$ cat config.mk
export PLATFORM = sky130hd
export DESIGN_NAME = hc_c1_wr_arbiter
export DESIGN_NICKNAME = d
export VERILOG_FILES = /design/src/rtl/hc_c1_wr_arbiter.sv
export SDC_FILE = /design/constraint.sdc
export NUM_CORES = 2
export LEC_CHECK = 0
export BUFFER_PORTS_ARGS = -buffer_cell sky130_fd_sc_hd__buf_2
export CORE_AREA = 10 10 659 661
export CTS_BUF_LIST = sky130_fd_sc_hd__clkbuf_2 sky130_fd_sc_hd__clkbuf_4 sky130_fd_sc_hd__clkbuf_8
export CTS_CLUSTER_DIAMETER = 60
export DETAILED_ROUTE_END_ITERATION = 16
export DIE_AREA = 0 0 669 671
export GPL_ROUTABILITY_DRIVEN = 0
export HOLD_SLACK_MARGIN = 0.02
export PLACE_DENSITY = 0.47
export SETUP_SLACK_MARGIN = 0.05
export SYNTH_ARGS = -nofsm -noshare
export SYNTH_HDL_FRONTEND = slang
export SYNTH_SLANG_ARGS = --single-unit
export TNS_END_PERCENT = 100
$ cat constraint.sdc
create_clock -name clk -period 34.5 [get_ports clk]
set_input_delay 6.9 -clock clk [delete_from_list [all_inputs] [get_ports clk]]
set_output_delay 6.9 -clock clk [all_outputs]
set_load 0.005 [all_outputs]
$ cat src/rtl/hc_c1_wr_arbiter.sv
`default_nettype none
// +----------------------------------------------------------------------------+
// | hc_c1_wr_arbiter : CCI-P channel-1 write arbiter (stream writeback A, DSM  |
// |                    writes B) with credit/almost-full gating and DSM drain. |
// | Optional: define HC_WR_ARB_STATS_EN for write/throttle statistics ports.   |
// | Revision: 1.0                                                              |
// +----------------------------------------------------------------------------+

module hc_c1_wr_arbiter_fifo2 #(
  parameter int W = 8
) (
  input  logic         clk,
  input  logic         reset_n,
  input  logic         i_push,
  input  logic [W-1:0] i_data,
  input  logic         i_pop,
  output logic         o_full,
  output logic         o_empty,
  output logic [W-1:0] o_head
);
  logic [W-1:0] r_mem [2];
  logic         r_wptr;
  logic         r_rptr;
  logic [1:0]   r_cnt;

  always_ff @(posedge clk or negedge reset_n) begin
    if (!reset_n) begin
      r_wptr <= 1'b0;
      r_rptr <= 1'b0;
      r_cnt  <= 2'd0;
    end else begin
      if (i_push) r_wptr <= ~r_wptr;
      if (i_pop)  r_rptr <= ~r_rptr;
      r_cnt <= r_cnt + {1'b0, i_push} - {1'b0, i_pop};
    end
  end

  always_ff @(posedge clk) begin
    if (i_push) r_mem[r_wptr] <= i_data;
  end

  assign o_full  = (r_cnt == 2'd2);
  assign o_empty = (r_cnt == 2'd0);
  assign o_head  = r_mem[r_rptr];
endmodule

module hc_c1_wr_arbiter #(
  parameter int MAX_OUTSTANDING = 64,
  parameter int CNT_W           = $clog2(MAX_OUTSTANDING) + 1
) (
  input  logic             clk,
  input  logic             reset_n,
  input  logic             a_valid,
  output logic             a_ready,
  input  logic [41:0]      a_addr,
  input  logic [511:0]     a_data,
  input  logic [15:0]      a_mdata,
  input  logic             b_valid,
  output logic             b_ready,
  input  logic [41:0]      b_addr,
  input  logic [511:0]     b_data,
  input  logic [15:0]      b_mdata,
  input  logic             c1_alm_full,
  output logic             c1_tx_valid,
  output logic [41:0]      c1_tx_addr,
  output logic [511:0]     c1_tx_data,
  output logic [15:0]      c1_tx_mdata,
  input  logic             c1_rx_wr_rsp,
  output logic [CNT_W-1:0] outstanding,
  output logic             idle,
  output logic             err_underflow
`ifdef HC_WR_ARB_STATS_EN
  ,
  output logic [31:0]      stat_a_wr,
  output logic [31:0]      stat_b_wr,
  output logic [31:0]      stat_throttle
`endif
);
  localparam int               c_w      = 42 + 512 + 16;
  localparam logic [CNT_W:0]   c_max    = (CNT_W+1)'(MAX_OUTSTANDING);
  localparam logic [CNT_W-1:0] c_one    = CNT_W'(1);
  localparam logic [1:0]       S_ARB     = 2'd0;
  localparam logic [1:0]       S_DRAIN   = 2'd1;
  localparam logic [1:0]       S_ISSUE_B = 2'd2;

  logic [1:0]       r_state;
  logic [1:0]       w_state_nxt;
  logic             r_rr_last_b;
  logic             r_run;
  logic             r_tx_valid;
  logic [c_w-1:0]   r_tx;
  logic [CNT_W-1:0] r_out;
  logic             r_err;

  logic             w_a_push, w_a_full, w_a_empty;
  logic             w_b_push, w_b_full, w_b_empty;
  logic [c_w-1:0]   w_a_head, w_b_head;
  logic             w_grant_a, w_grant_b, w_grant;
  logic             w_can_issue;
  logic             w_arb_drain;
  logic             w_arb_a;
  logic [CNT_W:0]   w_inflight;

  // Ready is held low until the first clock after reset release.
  assign a_ready  = r_run && !w_a_full;
  assign b_ready  = r_run && !w_b_full;
  assign w_a_push = a_valid && a_ready;
  assign w_b_push = b_valid && b_ready;

  hc_c1_wr_arbiter_fifo2 #(.W(c_w)) u_fifo_a (
    .clk     (clk),
    .reset_n (reset_n),
    .i_push  (w_a_push),
    .i_data  ({a_addr, a_data, a_mdata}),
    .i_pop   (w_grant_a),
    .o_full  (w_a_full),
    .o_empty (w_a_empty),
    .o_head  (w_a_head)
  );

  hc_c1_wr_arbiter_fifo2 #(.W(c_w)) u_fifo_b (
    .clk     (clk),
    .reset_n (reset_n),
    .i_push  (w_b_push),
    .i_data  ({b_addr, b_data, b_mdata}),
    .i_pop   (w_grant_b),
    .o_full  (w_b_full),
    .o_empty (w_b_empty),
    .o_head  (w_b_head)
  );

  // The write sitting in the output register already holds a credit.
  assign w_inflight  = {1'b0, r_out} + {{CNT_W{1'b0}}, r_tx_valid};
  assign w_can_issue = !c1_alm_full && (w_inflight < c_max);

  // Right after a B write, a waiting A head gets one turn before B drains again.
  assign w_arb_drain = !w_b_empty && !(r_rr_last_b && !w_a_empty);
  assign w_arb_a     = !w_arb_drain && !w_a_empty;

  always_comb begin
    w_state_nxt = r_state;
    w_grant_a   = 1'b0;
    w_grant_b   = 1'b0;
    case (r_state)
      S_ARB: begin
        if (w_arb_drain)  w_state_nxt = S_DRAIN;
        else if (w_arb_a) w_grant_a   = w_can_issue;
      end
      S_DRAIN: begin
        if ((r_out == '0) && !r_tx_valid && !c1_rx_wr_rsp) w_state_nxt = S_ISSUE_B;
      end
      S_ISSUE_B: begin
        if (w_b_empty) begin
          w_state_nxt = S_ARB;
        end else if (w_can_issue) begin
          w_grant_b   = 1'b1;
          w_state_nxt = S_ARB;
        end
      end
      default: w_state_nxt = S_ARB;
    endcase
  end

  assign w_grant = w_grant_a || w_grant_b;

  always_ff @(posedge clk or negedge reset_n) begin
    if (!reset_n) begin
      r_state     <= S_ARB;
      r_rr_last_b <= 1'b1;
      r_run       <= 1'b0;
    end else begin
      r_state <= w_state_nxt;
      r_run   <= 1'b1;
      if (w_grant_a)      r_rr_last_b <= 1'b0;
      else if (w_grant_b) r_rr_last_b <= 1'b1;
    end
  end

  always_ff @(posedge clk or negedge reset_n) begin
    if (!reset_n) begin
      r_tx_valid <= 1'b0;
      r_tx       <= '0;
    end else begin
      r_tx_valid <= w_grant;
      if (w_grant) r_tx <= w_grant_b ? w_b_head : w_a_head;
    end
  end

  always_ff @(posedge clk or negedge reset_n) begin
    if (!reset_n) begin
      r_out <= '0;
      r_err <= 1'b0;
    end else if (r_tx_valid && !c1_rx_wr_rsp) begin
      r_out <= r_out + c_one;
    end else if (!r_tx_valid && c1_rx_wr_rsp) begin
      if (r_out == '0) r_err <= 1'b1;
      else             r_out <= r_out - c_one;
    end
  end

  assign c1_tx_valid   = r_tx_valid;
  assign c1_tx_addr    = r_tx[c_w-1 -: 42];
  assign c1_tx_data    = r_tx[16 +: 512];
  assign c1_tx_mdata   = r_tx[15:0];
  assign outstanding   = r_out;
  assign err_underflow = r_err;
  assign idle          = w_a_empty && w_b_empty && !r_tx_valid && (r_out == '0);

`ifdef HC_WR_ARB_STATS_EN
  logic [31:0] r_stat_a, r_stat_b, r_stat_thr;
  logic        w_stall;

  assign w_stall = !w_can_issue &&
                   (((r_state == S_ARB) && w_arb_a) || ((r_state == S_ISSUE_B) && !w_b_empty));

  always_ff @(posedge clk or negedge reset_n) begin
    if (!reset_n) begin
      r_stat_a   <= '0;
      r_stat_b   <= '0;
      r_stat_thr <= '0;
    end else begin
      if (w_grant_a && (r_stat_a != '1))   r_stat_a   <= r_stat_a + 32'd1;
      if (w_grant_b && (r_stat_b != '1))   r_stat_b   <= r_stat_b + 32'd1;
      if (w_stall && (r_stat_thr != '1))   r_stat_thr <= r_stat_thr + 32'd1;
    end
  end

  assign stat_a_wr     = r_stat_a;
  assign stat_b_wr     = r_stat_b;
  assign stat_throttle = r_stat_thr;
`endif
endmodule
`default_nettype wire

==> results.txt <==
----------------------------------------------------
[Synth]
  Cells taking the most area after synthesis ... sky130_fd_sc_hd__edfxtp_1 63%, sky130_fd_sc_hd__dfrtp_1 14%, sky130_fd_sc_hd__a211oi_1 7.4%, sky130_fd_sc_hd__nor2b_1 6.5%, sky130_fd_sc_hd__o31ai_1 3.4%
  Mean cell area of the mapped netlist ... 15.8 um2
  Register bit total from synthesis ... about 2900
  Count of distinct cell types in the synthesized netlist ... 43
  Post-synthesis sequential area ratio ... 0.765
  Dominant cell by count in the synthesized netlist ... sky130_fd_sc_hd__edfxtp_1
  Number of instances in the synthesized netlist ... roughly 6900
  Synth top cells by count ... 2280 x sky130_fd_sc_hd__edfxtp_1, 1140 x sky130_fd_sc_hd__nor2b_1, 1072 x sky130_fd_sc_hd__a211oi_1
  Count of flip-flops with a built-in enable after synthesis ... about 2300
  Async set-reset flop share out of synthesis ... 0.206
  Cell area after synthesis ... ~110000 um2
  Count of synthesis-stage warnings from yosys ... 0
  Cell type with the largest total area after synthesis ... sky130_fd_sc_hd__edfxtp_1
  Synth top area share ... 0.629
  Predominant post-synthesis flop cell ... sky130_fd_sc_hd__edfxtp_1
  Net count of the mapped netlist ... about 8100

[Route]
  Final ANT Viol Nets ... 0
  Total number of vias ... 68800
  Drt first-iter violations ... 4444
  Routed length per instance ... between 20 and 30 um
  Number of design rule violations left after detail routing ... 0
  WL final ... 419 mm
  Per-cell via count in the routed design ... 4.63
  TritonRoute pass-1 iters ... 7

[Floorplan]
  Area enclosed by the die boundary ... 449000 um2
  Vertical die dimension ... around 670 um
  Floorplan core area ... roughly 420000 um2
  I/O pins ... around 1700
  Width of the chip ... 669 um
  Rows ... around 240
  Initial cell density of the core ... 0.258

[Timing]
  Period utilization ... 0.343
  Post-Route Setup TNS ... 0 ps
  Rel. slew slack ... 0.204
  RSZ-0062 raised after global routing ... no
  Final hold slack ... roughly 470 ps
  Max Transition Viols Final ... 0
  Number of setup violations in the final report ... 0
  Fin crit period ... between 10000 and 15000 ps
  Slew at the pin closest to its max-slew limit ... around 1200 ps
  Number of endpoints with negative hold slack in the final report ... 0
  Setup skew after layout ... between 100 and 150 ps
  Max Clk Rate ... between 0.08 and 0.09 GHz

[Finish]
  Final core area utilization ... 0.320
  Filler cell count ... between 40000 and 50000
  Final-stage net count ... approximately 10000
  Synth-to-layout area growth ... 23.7%
  Ratio of cells with drive above 1 in the final layout ... 0.318

[Run]
  MaxCap Viol Count ... 0

[Worst setup path]
  Delay of the slowest cell on the worst path ... about 900 ps
  Buffer and inverter count on the worst path ... 7
  Cell family with most CP delay ... buffers and inverters
  Ordered list of cells on the worst path ... buf_2, and3_4, buf_4, buf_4, buf_4, buf_4, buf_4, buf_4
  Library cell appearing most often on the critical path ... sky130_fd_sc_hd__buf_4
  Req. time, crit path ... 35180 ps
  Critical path's slowest cell ... sky130_fd_sc_hd__and3_4
  Endpoint kind of the worst setup timing path ... register
  Critical path launch point type ... input port
  Critical path class ... input port to register
  Crit path arrival time ... between 10000 and 15000 ps
  Top fanout value on the critical path ... 60

[Clocking]
  Number of sinks on the clock net ... 2871
  Setup bufs post-CTS ... 0
  Bufs on Longest Clock Path ... 4
  CTS tree ... done
  Hold-fix buffers, CTS ... 0
  Post-CTS sizing ... 0
  Clock-pin slew of the registers on the worst-case setup and hold paths ... around 50 ps
  Insertion delay to the later sink of the worst-skew pair ... 1160 ps
  TritonCTS Buffers ... ~520
  H-Tree Level Count ... 6
  CTS root buffer ... sky130_fd_sc_hd__clkbuf_8

[GRT]
  GRT Max-Usage Layer ... met2
  Met2 track demand over resource ... 0.309
  Met1 usage ... 0.196
  Number of antenna violations at the first check in global routing ... 391
  Aggregate global routing overflow ... 0
  Overall fraction of global-route tracks in use ... 0.178
  Pin count of the biggest net entering global routing ... ~180
  Via count of the first global-routing pass ... ~69000
  Wire length of the first global-routing pass ... 567 mm
  Met3 Resource Use GR ... 0.0591

[Hold path]
  Hold Crit Class ... register to register

[Placement]
  Half-perimeter wire length after detailed placement ... roughly 300 mm
  Port bufs ... between 1500 and 2000

[Power]
  Cell leakage power ... between 0.04 and 0.05 uW
  Final Total Pwr ... about 9600 uW
  Maximum vdd ir drop ... 0.0000344 V
  Power Dens Cells ... between 70 and 80 nW/um2

[Run status]
  Result of the run ... finished, final reports clean

----------------------------------------------------
## through the flow
step                      area (um2)  setup slack, ps  std cells
after global routing          135000            22390      14800
after floorplan               109000             2410       6892
final                         135000            22680      14800
after global placement        123000            21420      13800
after detailed placement      123000            21390      13800
after CTS                     134000            22650      14700
## logic make-up (layout without fill, tap and decap cells)
kind of cell | after synthesis | after routing | share of synthesized area
simple gates | 1739 | 1739 | 0.0865
flops | 2871 | 2871 | 0.765
xor+xnor | 14 | 14 | 0.00113
mux | 1 | 1 | 0.000103
other cells | 1 | 121 | 0.0000344
fa+ha+maj | 12 | 12 | 0.00145
compound gates | 1735 | 1735 | 0.126
buf+inv | 519 | 2810 | 0.0200
## per-layer routing
| layer | up-vias | part of all wire |
|---|---|---|
| met4 | 134 | 0.049 |
| met1 | 34300 | 0.37 |
| met3 | 1122 | 0.081 |
| met2 | 2705 | 0.50 |
| met5 | - | 0.0019 |
| li1 | 30600 | - |
## power breakdown
group	internal, uW	switching [uW]	leakage (uW)
combinational	487	1060	0.0150
clock	1870	1500	0.00582
sequential	4360	283	0.0290
## flip-flops by register name, indices dropped and copies added, names as in the netlist
register / count
u_fifo_b.r_rptr: 1
u_fifo_a.r_cnt: 2
u_fifo_b.r_wptr: 1
r_run: 1
c1_tx_valid: 1
u_fifo_a.r_mem: 1140
r_rr_last_b: 1
u_fifo_a.r_wptr: 1
err_underflow: 1
u_fifo_b.r_mem: 1140
u_fifo_a.r_rptr: 1
u_fifo_b.r_cnt: 2
outstanding: 7
r_tx: 570
r_state: 2
## worst register-to-register path: stages, from the launching register on
cell and delay [ps]:
sky130_fd_sc_hd__dfrtp_1 370, sky130_fd_sc_hd__inv_1 40, sky130_fd_sc_hd__a21boi_0 760, sky130_fd_sc_hd__and3_4 1060, sky130_fd_sc_hd__buf_4 770, sky130_fd_sc_hd__buf_4 840
sky130_fd_sc_hd__buf_4 740, sky130_fd_sc_hd__buf_4 820, sky130_fd_sc_hd__buf_4 640, sky130_fd_sc_hd__buf_4 750
## worst paths after layout
kind | start | endpoint | slack, ps | cells after the start
setup / recovery | a_valid | u_fifo_a.r_mem[1][218] | 22680 | 8
hold / removal | r_tx[83] | r_tx[83] | 470 | 2
min in group asynchronous | reset_n | r_tx[456] | 5740 | 1
setup reg to reg | u_fifo_a.r_cnt[0] | u_fifo_a.r_mem[1][218] | 27220 | 9
hold reg to reg | r_tx[83] | r_tx[83] | 470 | 2
max in group asynchronous | reset_n | r_tx[149] | 24250 | 6
## final cells by class
type	instances	area [um2]	area share
antenna	120	300	0.00223
clock buffer	817	9740	0.0723
clock inverter	139	1220	0.00907
inverter	11	48.8	0.000362
multi-input combinational	3502	23500	0.174
sequential	2871	83300	0.618
tap	5543	6940	0.0515
timing repair buffer	1843	9710	0.0721
## cells in the final DEF, fill, tap and decap left out, types with 7 or more instances in the layout
master	n
sky130_fd_sc_hd__buf_2	1726
sky130_fd_sc_hd__o31ai_1	490
sky130_fd_sc_hd__clkinvlp_4	13
sky130_fd_sc_hd__clkbuf_4	240
sky130_fd_sc_hd__inv_6	8
sky130_fd_sc_hd__inv_1	10
sky130_fd_sc_hd__o31ai_2	80
sky130_fd_sc_hd__ha_1	11
sky130_fd_sc_hd__edfxtp_1	2280
sky130_fd_sc_hd__a211oi_2	70
sky130_fd_sc_hd__inv_8	16
sky130_fd_sc_hd__inv_12	8
sky130_fd_sc_hd__nand2_1	576
sky130_fd_sc_hd__diode_2	120
sky130_fd_sc_hd__clkinv_8	16
sky130_fd_sc_hd__nor2_1	7
sky130_fd_sc_hd__dfrtp_1	588
sky130_fd_sc_hd__buf_4	101
sky130_fd_sc_hd__clkinv_2	29
sky130_fd_sc_hd__nor2b_1	1140
sky130_fd_sc_hd__xnor2_1	9
sky130_fd_sc_hd__clkbuf_8	577
sky130_fd_sc_hd__a211oi_1	1072
sky130_fd_sc_hd__buf_12	15
sky130_fd_sc_hd__clkinv_1	43
(Power assumes the default switching activity.)
